File: config.mk
export PLATFORM = sky130hd
export DESIGN_NAME = gpio_input_port
export DESIGN_NICKNAME = d
export VERILOG_FILES = /design/src/rtl/gpio_in_pkg.sv /design/src/rtl/gpio_debounce_bit.sv /design/src/rtl/gpio_input_port.sv
export SDC_FILE = /design/constraint.sdc
export NUM_CORES = 1
export LEC_CHECK = 0
export ABC_AREA = 1
export BUFFER_PORTS_ARGS = -buffer_cell sky130_fd_sc_hd__buf_2
export CORE_ASPECT_RATIO = 0.5
export CORE_MARGIN = 3
export CORE_UTILIZATION = 49
export DETAILED_ROUTE_END_ITERATION = 8
export MAX_ROUTING_LAYER = met4
export PLACE_DENSITY = 0.78
export SYNTH_ARGS = -nofsm -noshare
export SYNTH_HDL_FRONTEND = slang
export SYNTH_SLANG_ARGS = --single-unit
File: constraint.sdc
create_clock -name CLK -period 5.6 [get_ports CLK]
set_input_delay 0.56 -clock CLK [delete_from_list [all_inputs] [get_ports CLK]]
set_output_delay 0.56 -clock CLK [all_outputs]
set_load 0.03 [all_outputs]
File: src/rtl/gpio_in_pkg.sv
// gpio_in_pkg: shared constants for the GPIO input port.
//   - Register offsets seen on the Addr read-select bus.
//   - Default debounce depth.
//   - popcount32: number of set bits in a 32-bit word (transition counting).
package gpio_in_pkg;

    localparam logic [1:0] GPI_LEVEL = 2'd0;
    localparam logic [1:0] GPI_RISE  = 2'd1;
    localparam logic [1:0] GPI_FALL  = 2'd2;
    localparam logic [1:0] GPI_CNT   = 2'd3;

    localparam int GPI_DEBOUNCE_DEFAULT = 4;

    function automatic logic [5:0] popcount32(input logic [31:0] v);
        logic [5:0] n;
        n = '0;
        for (int i = 0; i < 32; i++) n = n + 6'(v[i]);
        return n;
    endfunction

endpackage

File: src/rtl/gpio_debounce_bit.sv
// gpio_debounce_bit: one input pin, from raw pad to debounced level.
//   clk, rst : clock and synchronous active-high reset
//   pin      : asynchronous pad input
//   level    : debounced level (registered)
//   rise     : combinational pulse, high on the edge where level goes 0->1
//   fall     : combinational pulse, high on the edge where level goes 1->0
module gpio_debounce_bit
    import gpio_in_pkg::*;
#(
    parameter int DEBOUNCE = GPI_DEBOUNCE_DEFAULT
) (
    input  logic clk,
    input  logic rst,
    input  logic pin,
    output logic level,
    output logic rise,
    output logic fall
);

    localparam int            DW    = (DEBOUNCE > 1) ? $clog2(DEBOUNCE) : 1;
    localparam logic [DW-1:0] DLAST = DW'(DEBOUNCE - 1);

    logic          s1, s2;
    logic [DW-1:0] dcnt;
    logic          accept;

    // s2 has disagreed with level for DEBOUNCE consecutive edges, this one included
    assign accept = (s2 != level) && (dcnt == DLAST);
    assign rise   = accept &  s2;
    assign fall   = accept & ~s2;

    always_ff @(posedge clk) begin
        if (rst) begin
            s1    <= 1'b0;
            s2    <= 1'b0;
            dcnt  <= '0;
            level <= 1'b0;
        end else begin
            s1 <= pin;
            s2 <= s1;
            if (s2 == level) begin
                dcnt <= '0;
            end else if (accept) begin
                level <= s2;
                dcnt  <= '0;
            end else begin
                dcnt <= dcnt + 1'b1;
            end
        end
    end

endmodule

File: src/rtl/gpio_input_port.sv
// gpio_input_port: WIDTH debounced input pins with sticky edge flags,
// transition counter and maskable interrupt, read by the core through a
// combinational port.
//   CLK, RST : clock, synchronous active-high reset
//   PinsIn   : asynchronous pads
//   Addr     : read select (level / rise flags / fall flags / {mask,count})
//   RD       : combinational read data, zero-extended
//   WD       : write data for the control strobes below
//   ClrRise  : rise flags &= ~WD
//   ClrFall  : fall flags &= ~WD
//   MaskWE   : interrupt mask <= WD
//   CntClr   : restart the transition counter
//   IRQ      : registered OR of masked flags
module gpio_input_port
    import gpio_in_pkg::*;
#(
    parameter int WIDTH    = 8,
    parameter int DEBOUNCE = GPI_DEBOUNCE_DEFAULT,
    parameter int CNT_W    = 16
) (
    input  logic             CLK,
    input  logic             RST,
    input  logic [WIDTH-1:0] PinsIn,
    input  logic [1:0]       Addr,
    output logic [31:0]      RD,
    input  logic [31:0]      WD,
    input  logic             ClrRise,
    input  logic             ClrFall,
    input  logic             MaskWE,
    input  logic             CntClr,
    output logic             IRQ
);

    logic [WIDTH-1:0] level, rise, fall;
    logic [WIDTH-1:0] rise_flags, fall_flags, int_mask;
    logic [WIDTH-1:0] clr_rise, clr_fall;
    logic [CNT_W-1:0] count;
    logic [5:0]       n_edges;
    logic             unused_wd;

    for (genvar i = 0; i < WIDTH; i++) begin : g_pin
        gpio_debounce_bit #(.DEBOUNCE(DEBOUNCE)) u_bit (
            .clk  (CLK),
            .rst  (RST),
            .pin  (PinsIn[i]),
            .level(level[i]),
            .rise (rise[i]),
            .fall (fall[i])
        );
    end

    assign clr_rise  = ClrRise ? WD[WIDTH-1:0] : '0;
    assign clr_fall  = ClrFall ? WD[WIDTH-1:0] : '0;
    assign n_edges   = popcount32(32'(rise | fall));
    assign unused_wd = ^WD;

    always_ff @(posedge CLK) begin
        if (RST) begin
            rise_flags <= '0;
            fall_flags <= '0;
            int_mask   <= '0;
            count      <= '0;
            IRQ        <= 1'b0;
        end else begin
            // OR the new edge in after the clear so a colliding event survives
            rise_flags <= (rise_flags & ~clr_rise) | rise;
            fall_flags <= (fall_flags & ~clr_fall) | fall;
            if (MaskWE) int_mask <= WD[WIDTH-1:0];
            // a clear only discards the old value; this cycle's edges still count
            count <= (CntClr ? '0 : count) + CNT_W'(n_edges);
            IRQ   <= |((rise_flags | fall_flags) & int_mask);
        end
    end

    always_comb begin
        RD = '0;
        unique case (Addr)
            GPI_LEVEL: RD = 32'(level);
            GPI_RISE:  RD = 32'(rise_flags);
            GPI_FALL:  RD = 32'(fall_flags);
            GPI_CNT:   RD = {16'(int_mask), 16'(count)};
            default:   RD = '0;
        endcase
    end

endmodule

* After elaboration in Yosys (flattened, before gate mapping) *
Index checks and enable logic that the tools add are counted.

storage, ports and cells
  bits in registers = 81
  input port bits = 48
  output and inout port bits = 33
  word-level logic and storage cells = 175

operators by class
  $add $sub $neg = 40
  equal/unequal tests = 27
  multiplexer cells = 4
  bitwise operators = 41
  reduce and logical (&&, ||, !) cells = 26

operators by type and width
  operator                                                        number
  6-bit by 1-bit adder with 6-bit output (second input constant)  24
  32-bit one-hot mux with 4 select lines                          1
  8-bit OR                                                        4
  8-bit AND                                                       3
  3-bit OR reduction                                              8
  2-bit == test (second input constant)                           10
  16-bit by 6-bit adder with 16-bit output                        1
  2-bit by 1-bit adder with 2-bit output (second input constant)  8
  1-bit AND                                                       16
  16-bit 2-to-1 mux                                               1
  8-bit 2-to-1 mux                                                2
  1-bit inverter                                                  16
  8-bit inverter                                                  2
  2-bit AND reduction                                             8
  6-bit by 1-bit adder with 6-bit output                          2
  1-bit == test                                                   8
  1-bit logical AND                                               8
  1-bit != test                                                   8
  8-bit OR reduction                                              1
  5-bit by 1-bit adder with 6-bit output                          1
  4-bit by 1-bit adder with 5-bit output                          1
  3-bit by 1-bit adder with 4-bit output                          1
  2-bit by 1-bit adder with 3-bit output                          1
  1-bit by 1-bit adder with 2-bit output                          1
  other kinds (2)                                                 2

* Logic depth before layout (Yosys ltp) *
Gate-level depths: netlist of run 1.

  depth after elaboration = 36
  mapped depth = 18
  mapped depth without buffers = 18

* Hierarchy *
Synthesis of run 1 repeated with hierarchy kept, for this count alone.

second synthesis, totals
  cells, all modules = 571
  area, all modules = 3,960.0 um^2

modules (own cells, without submodules)
  module             times used  cells each  area an instance (um^2)  sequential area each (um^2)
  gpio_input_port    1           363         2,388.5                  820.8
  gpio_debounce_bit  8           26          196.4                    100.1

* Worst setup path after synthesis of run 1 *
Ideal clock, no wire load.

  kind = flip-flop to flip-flop
  from = reg g_pin[0].u_bit.level
  to = reg count[10]
  setup time = 0.117 ns
  data arrival time = 3.764 ns
  required time = 5.483 ns
  slack = 1.719 ns
  stages on the path, launching flop included = 18
  path buffers = 0
  clock period less this slack = 3.881 ns
  path through = dfxtp_1 xor2_1 nand2_2 fa_1 inv_1 fa_1 inv_1 fa_1 fa_1 fa_1 inv_1 nand2_1 nand2_1 nand2_1 nor2_1 nand2_1 o21ai_0 nor2_1

on the way
  word-level cells in the longest chain between the ends = 36
  elaborated cells between the ends (all ways) = 37
  classes of those cells = add/sub: 32; eq/ne: 1; bitwise: 3; reduce/logical: 1

ends and longest elaborated chain
  element                                                   line                                              text
  start, declared                                           gpio_debounce_bit.sv:15                           output logic level,
  start signal, assigned                                    gpio_debounce_bit.sv:37                           level <= 1'b0;
  start signal, assigned                                    gpio_debounce_bit.sv:44                           level <= s2;
  1-bit != test (*)                                         gpio_debounce_bit.sv:28                           assign accept = (s2 != level) && (dcnt == DLAST);
  1-bit logical AND (*)                                     gpio_debounce_bit.sv:28
  1-bit AND, on equally long branches                       gpio_debounce_bit.sv:29, gpio_debounce_bit.sv:30
  8-bit OR (*)                                              gpio_input_port.sv:54                             assign n_edges = popcount32(32'(rise | fall));
  1-bit by 1-bit adder with 2-bit output (*)                gpio_in_pkg.sv:17                                 for (int i = 0; i < 32; i++) n = n + 6'(v[i]);
  2-bit by 1-bit adder with 3-bit output (*)                gpio_in_pkg.sv:17
  3-bit by 1-bit adder with 4-bit output (*)                gpio_in_pkg.sv:17
  4-bit by 1-bit adder with 5-bit output (*)                gpio_in_pkg.sv:17
  5-bit by 1-bit adder with 6-bit output (*)                gpio_in_pkg.sv:17
  6-bit by 1-bit adder with 6-bit output (*) (26 in a row)  gpio_in_pkg.sv:17
  16-bit by 6-bit adder with 16-bit output (*)              gpio_input_port.sv:70                             count <= (CntClr ? '0 : count) + CNT_W'(n_edges);
  end signal, assigned                                      gpio_input_port.sv:70
  end, declared                                             gpio_input_port.sv:37                             logic [CNT_W-1:0] count;

Mark *: on every way between the ends. The rest lies on a longest branch, timed or not.
A chain may end at the register's enable or synchronous reset.

* Worst setup path in the final report of run 1 *
  from = reg g_pin[3].u_bit.level
  to = reg count[10]

on the way
  word-level cells in the longest chain between the ends = 34
  elaborated cells between the ends (all ways) = 35
  classes of those cells = add/sub: 30; eq/ne: 1; bitwise: 3; reduce/logical: 1

ends and longest elaborated chain
  element                                                   line
  start, declared                                           gpio_debounce_bit.sv:15
  start signal, assigned                                    gpio_debounce_bit.sv:37
  start signal, assigned                                    gpio_debounce_bit.sv:44
  1-bit != test (*)                                         gpio_debounce_bit.sv:28
  1-bit logical AND (*)                                     gpio_debounce_bit.sv:28
  1-bit AND, on equally long branches                       gpio_debounce_bit.sv:29, gpio_debounce_bit.sv:30
  8-bit OR (*)                                              gpio_input_port.sv:54
  3-bit by 1-bit adder with 4-bit output (*)                gpio_in_pkg.sv:17
  4-bit by 1-bit adder with 5-bit output (*)                gpio_in_pkg.sv:17
  5-bit by 1-bit adder with 6-bit output (*)                gpio_in_pkg.sv:17
  6-bit by 1-bit adder with 6-bit output (*) (26 in a row)  gpio_in_pkg.sv:17
  16-bit by 6-bit adder with 16-bit output (*)              gpio_input_port.sv:70

Marks and branches as above.

==> metrics.md, run 1 <==
| Metric | Value |
|---|---|
| Sequential share of the synthesized area | between 40 and 50% |
| Psw | between 0.2 and 0.3 mW |
| Port Buffers | between 40 and 50 |
| Maximum vdd drop | ~0.00017 V |
| Num rows | 22 |
| Initial core utilization | between 50% and 60% |
| Internal Power | 0.899 mW |
| WHS | about 400 ps |
| CTS root buffer | clkbuf_16 |
| Post-route DRC | 0 |
| Hold buffer count at CTS | 0 |
| Mapped cell area | 0.00392 mm^2 |
| Clock power frac | 44.1% |
| Setup-failing EPs final | 0 |
| Postcts setup bufs | 0 |
| Commonest cells after routing, fill and taps aside | nor2_1 (96), inv_1 (91), dfxtp_1 (81) |
| Resize count post-CTS | 0 |
| Post-DR wirelength/cell | ~12 um |
| Critical path peak fanout | 4 |
| Die area | 0.00918 mm^2 |
| Total Wirelength | roughly 8300 um |
| Slowest-stage cell, CP | fa_1 |
| Unrepaired setup endpoints after global routing | false |
| Switching share of power | around a quarter |
| Chip height | between 60 and 70 um |
| Largest net degree at the start of global routing | 46 |
| Synth area leader | dfxtp_1 |
| Worst-path cell chain | xor2_1 -> nand2_2 -> fa_1 -> inv_1 -> fa_1 -> inv_1 -> fa_1 -> fa_1 -> fa_1 -> inv_1 -> nand2_1 -> nand2_1 -> nand2_1 -> nor2_1 -> nand2_1 -> o21ai_0 -> nor2_1 |
| Setup CP Type | register to register |
| Fin. max-slew vios | 0 |
| Initial antenna violation count | 0 |
| Fmax | between 0.2 and 0.25 GHz |
| CTS Buf Count | 9 |
| Max cap viols | 0 |
| Most common cell on crit path | fa_1 |
| Initial DRC Count | between 200 and 250 |
| CP required | 5820 ps |
| Antenna Cells | 0 |
| Placer Congestion | 0.863 |
| Worst-margin pin slew | between 900 and 1000 ps |
| Synth cell types | 29 |
| I/O pins | 81 |
| Final hold violation count | 0 |
| Detailed Place HPWL | 5890 um |
| Synthesized instance count | about 540 |
| Largest stage delay on the critical path | about 550 ps |
| Logic pwr share | approximately 5.5% |
| Worst-path clk slew | about 60 ps |
| CTS tree | yes |
| Run status | finished clean |
| Area grow syn2layout | 13.5% |
| Final min period | roughly 4300 ps |
| Pre-antenna DRT Iters | 5 |
| Final Skew | 6.72 ps |
| Maximum clock insertion buffer count | 2 |
| Nets | about 650 |
| Clk sinks | 81 |
| Vias in the first global route | 3082 |
| Syn avg cell area | around 7.3 um^2 |
| Area contributors post-synth | dfxtp_1 (41%), nor2_1 (9.2%), inv_1 (8.7%), nand2_1 (7.2%), a21oi_1 (4.6%) |
| Fin crit share | 76.2% |
| Core area | ~0.0075 mm^2 |
| H-Tree Level Count | 3 |
| Antenna viol nets, final | 0 |
| Yosys top cell area share | between 40% and 50% |
| Ys Warns | 0 |
| Vias per cell | slightly below 5 |
| Grt total ovfl | 0 |
| Pwr/cell area | ~260 mW/mm^2 |
| Commonest non-fill, non-tap cell in the layout | nor2_1 |
| WP data arrival | about 4500 ps |
| Worst Hold Class | register to register |
| Synthesized flop and latch total | slightly above 80 |
| GRT Total Usage | 20.0% |
| Die width | about 130 um |
| Clock latency on the worst-skew pair | ~330 ps |
| Fin Setup TNS | 0 ps |
| First-pass GRT wire length | between 10000 and 15000 um |
| Layout cell share with drive strength beyond 1 | around 15% |
| P_leak | 2.02 nW |
| Type of destination of the critical path | register |
| Sequential share of power | between 50% and 60% |
| Vias post-DR | between 3000 and 4000 |
| Slew headroom | 35.1% |
| Worst Setup Start Kind | register |
| Pwr Total | about 1.2 mW |
-- cell usage after synthesis --
library cell  count
nor2_1           96
a21boi_0          1
o22ai_1           2
clkbuf_1          7
nor2_4            2
o21bai_1          1
conb_1            1
nand3_2           3
nand3b_1          1
buf_2             3
ha_1             14
fa_1              5
buf_6             2
o2111ai_1         6
buf_4             9
nand4_1           4
nand2_2           8
a21oi_2           7
xor2_1            7
nand3_1          28
inv_1            91
or2_1             7
nand3_4           1
dfxtp_1          81
nor2_2            3
inv_2             1
a21oi_1          36
o21ai_0          33
nand2_1          75
-- cell type report --
type | instances | area, um^2
clock buffers | 9 | 225
fillers | 726 | 3090
inverters | 92 | 345
well taps | 108 | 135
multi-input cells | 348 | 1850
flip-flops and latches | 81 | 1620
clock inverters | 5 | 33.8
repair buffers | 48 | 240
-- state kept, by name, summed over array words and instances, names as in the netlist, 8 cells and up --
register and flops:
count 16, fall_flags 8, g_pin.u_bit.dcnt 16, g_pin.u_bit.level 8, g_pin.u_bit.s1 8, g_pin.u_bit.s2 8
int_mask 8, rise_flags 8
-- worst max-delay path, delay by kind of cell (launching register included) --
kind	cells	cell delay [ps]
compound gates	1	160
flops	1	400
simple gates	7	710
buf+inv	3	230
fa+ha+maj	5	2430
xor+xnor	1	240
-- path summary, 6_finish.rpt --
kind / cells past startpoint / slack (ps) / endpoint / startpoint
worst min-delay path: 2 / 400 / g_pin[2].u_bit.s2 / g_pin[2].u_bit.s1
worst max-delay path: 17 / 1330 / count[10] / g_pin[3].u_bit.level
worst min register to register: 2 / 400 / g_pin[2].u_bit.s2 / g_pin[2].u_bit.s1
worst max register to register: 17 / 1330 / count[10] / g_pin[3].u_bit.level
-- metrics by stage --
step	utilization, %	cells	instance area, um^2	worst slack [ps]
floorplan	-	542	3950	1720
global placement	55.6	677	4190	1440
detailed placement	55.6	677	4190	1380
CTS	59.0	691	4450	1350
global route	59.0	691	4450	1010
finish	59.0	691	4450	1330
-- metal layers --
layer / GRT usage [%] / share of wire (%)
met5: - / 0
met2: 31.7 / 46
met4: 4.61 / 1.1
met1: 25.7 / 47
met3: 5.58 / 5.3
-- logic make-up (layout without fill, tap and decap cells) --
group	after synthesis	count (layout)	synth area share (%)
AOI/OAI and AO/OA	86	86	12.4
and+or+nand+nor	228	228	25.4
DFF	81	81	41.3
xor gates and xnor gates	7	7	1.56
adders and majority gates	19	19	7.02
buffers and inverters	113	154	12.2
other	1	8	0.0956
-- power groups by stage --
stage	Sequential (mW)	Combinational, mW	Clock (mW)
2_1_floorplan	0.604	0.0513	0
3_3_place_gp	0.606	0.0641	0
3_5_place_dp	0.606	0.0656	0
4_1_cts	0.593	0.0660	0.530
5_1_grt	0.594	0.0744	0.555
6_report	0.593	0.0653	0.520
No activity file was read; power rests on OpenSTA's default activity.
==> run 2, diff against run 1 <==
==> constraint.sdc (replaced) <==
create_clock -name CLK -period 4.4 [get_ports CLK]
set_input_delay 0.44 -clock CLK [delete_from_list [all_inputs] [get_ports CLK]]
set_output_delay 0.44 -clock CLK [all_outputs]
set_load 0.03 [all_outputs]
==> metrics.md, run 2 (synthesis gave the netlist of run 1 again) <==
| Metric | Value |
|---|---|
| Run status | finished clean |
| Clock latency on the worst-skew pair | 340 ps (about the same) |
| Worst-path clk slew | 60 ps (about the same) |
| R2R depth | 17 (unchanged) |
| I/O pins | 81 (unchanged) |
| Vias in the first global route | 3143 (+2.0%) |
| Die width | 133 um (unchanged) |
| Initial antenna violation count | 0 (unchanged) |
| Largest net degree at the start of global routing | 46 (unchanged) |
| Fin Setup TNS | 0 ps (unchanged) |
| Final min period | 4140 ps (-127 ps) |
| Core area | 0.00754 mm^2 (unchanged) |
| Chip height | 69.3 um (unchanged) |
| Antenna Cells | 0 (unchanged) |
| Final Skew | 5.71 ps (-1.01 ps) |
| Vias post-DR | 3448 (+3.7%) |
| WHS | 295 ps (-106 ps) |
| Setup CP Type | register to register |
| GRT Total Usage | 19.8% (-0.20 points) |
| Antenna viol nets, final | 0 (unchanged) |
| Setup-failing EPs final | 0 (unchanged) |
| Final Core Density | 60.2% (+1.1 points) |
| Max cap viols | 0 (unchanged) |
| Final hold violation count | 0 (unchanged) |
| Initial DRC Count | 288 (+36%) |
| Worst Hold Launch | PinsIn[2] |
| DP Worst Slack | 231 ps (-1150 ps) |
| Maximum clock insertion buffer count | 2 (unchanged) |
| Post-DR wirelength/cell | 12.5 um (+3.3%) |
| Num rows | 22 (unchanged) |
| Area grow syn2layout | 15.7% |
| Commonest cells after routing, fill and taps aside | nor2_1 (94), inv_1 (91), dfxtp_1 (79) |
| Final WS setup | 257 ps (-1070 ps) |
| Reg2reg setup slack | 260 ps (-1070 ps) |
| Worst Setup Start Kind | register |
| Clk sinks | 81 (unchanged) |
| CTS Buf Count | 9 (unchanged) |
| Commonest non-fill, non-tap cell in the layout | nor2_1 |
| Maximum vdd drop | 0.000203 V (+18%) |
| P_leak | 2.04 nW (+1.4%) |
| Pwr/cell area | 351 mW/mm^2 (+33%) |
| Fin. max-slew vios | 0 (unchanged) |
| Layout cell share with drive strength beyond 1 | 16.4% (+1.5 points) |
| CP required | 4630 ps (-1190 ps) |
| Pre-antenna DRT Iters | 5 (unchanged) |
| Initial core utilization | 52.0% (unchanged) |
| Worst Hold Depth | 3 (+1) |
| Hold EP | g_pin[2].u_bit.s1 |
| CTS tree | yes |
| Port Buffers | 48 (unchanged) |
| Reg-to-Reg End | count[10] |
| Postcts setup bufs | 0 (unchanged) |
| Slew headroom | 34.0% (-1.1 points) |
| H-Tree Level Count | 3 (unchanged) |
| Critical path peak fanout | 4 (unchanged) |
| Grt total ovfl | 0 (unchanged) |
| Fmax | 0.241 GHz (+3.1%) |
| Worst Hold Class | primary input to register |
| Placer Congestion | 0.857 (-0.75%) |
| Fin crit share | 94.2% (+18 points) |
| Worst-margin pin slew | 989 ps (+16.9 ps) |
| Die area | 0.00918 mm^2 (unchanged) |
| Nets | 648 (+0.15%) |
| Detailed Place HPWL | 5960 um (+1.1%) |
| Total Wirelength | 8640 um (+3.7%) |
| CTS root buffer | clkbuf_16 |
| Hold buffer count at CTS | 0 (unchanged) |
| Type of destination of the critical path | register |
| First-pass GRT wire length | 14300 um (about the same) |
| Top Registers | count: 16 flops, g_pin.u_bit.dcnt: 16 flops |
| WP data arrival | 4370 ps (-120 ps) |
| Reg2reg start | g_pin[0].u_bit.s2 |
| Post-route DRC | 0 (unchanged) |
| Vias per cell | 4.97 (+3.3%) |
run 2: cell types whose count changed in the layout (fill, tap and decap cells not counted), sizes merged:
| cell | change |
|---|---|
| clkbuf | +2 |
| buf | +1 |
| bufinv | +1 |
| clkinvlp | -1 |
run 2: repair_timing:
item                                   in CTS  in global routing
gates resized for setup                     0                  7
setup endpoints to repair                   0                  3
endpoints found under the hold margin       0                  0
run 2: worst max path at each step:
stage / cells after the start / to / from
6_report: 17 / count[10] / g_pin[0].u_bit.s2
5_1_grt: 17 / count[10] / g_pin[0].u_bit.s2
4_1_cts: 17 / count[10] / g_pin[0].u_bit.level
3_5_place_dp: 17 / count[10] / g_pin[0].u_bit.level
3_3_place_gp: 17 / count[10] / g_pin[0].u_bit.level
2_1_floorplan: 17 / count[10] / g_pin[0].u_bit.level
run 2: cell type report:
| type | instances | area (um^2) |
|---|---|---|
| Timing Repair Buffer | 49 | 248 |
| Multi-Input combinational cell | 348 | 1880 |
| Clock buffer | 11 | 243 |
| Inverter | 92 | 345 |
| Tap cell | 108 | 135 |
| Clock inverter | 5 | 63.8 |
| Sequential cell | 81 | 1620 |
| Fill cell | 715 | 3010 |
run 2: power by group:
group	switching [mW]	total [mW]	leakage, nW	internal [mW]
Combinational	0.0625	0.0845	1.24	0.0220
Sequential	0.00774	0.755	0.660	0.748
Clock	0.296	0.754	0.146	0.459
run 2: worst max-delay path, stage by stage (launching register included):
cell and delay, ps:
dfxtp_1 400, xor2_2 190, nand2_2 110, fa_1 540, inv_1 50, fa_1 560, inv_1 70, fa_1 500
fa_1 480, fa_1 380, inv_1 100, nand2_1 80, nand2_1 60, nand2_1 80, nor2_2 160, nand2_1 60
o21ai_0 140, nor2_1 50
run 2: metrics by stage:
step                      area (um^2)  power (mW)  cells
after CTS                        4510        1.61    694
final                            4540        1.59    694
after global routing             4540        1.66    694
after global placement           4200       0.853    678
after floorplan                  3950       0.835    542
after detailed placement         4200       0.854    678
run 2: layer usage:
layer | track usage [%] | vias up | routed length [um] | share of wire (%)
li1 | - | 1747 | - | -
met1 | 25.0 | 1572 | 3910 | 45
met2 | 30.8 | 103 | 4000 | 46
met3 | 5.58 | 26 | 565 | 6.5
met4 | 7.03 | 0 | 167 | 1.9
met5 | - | - | 0 | 0
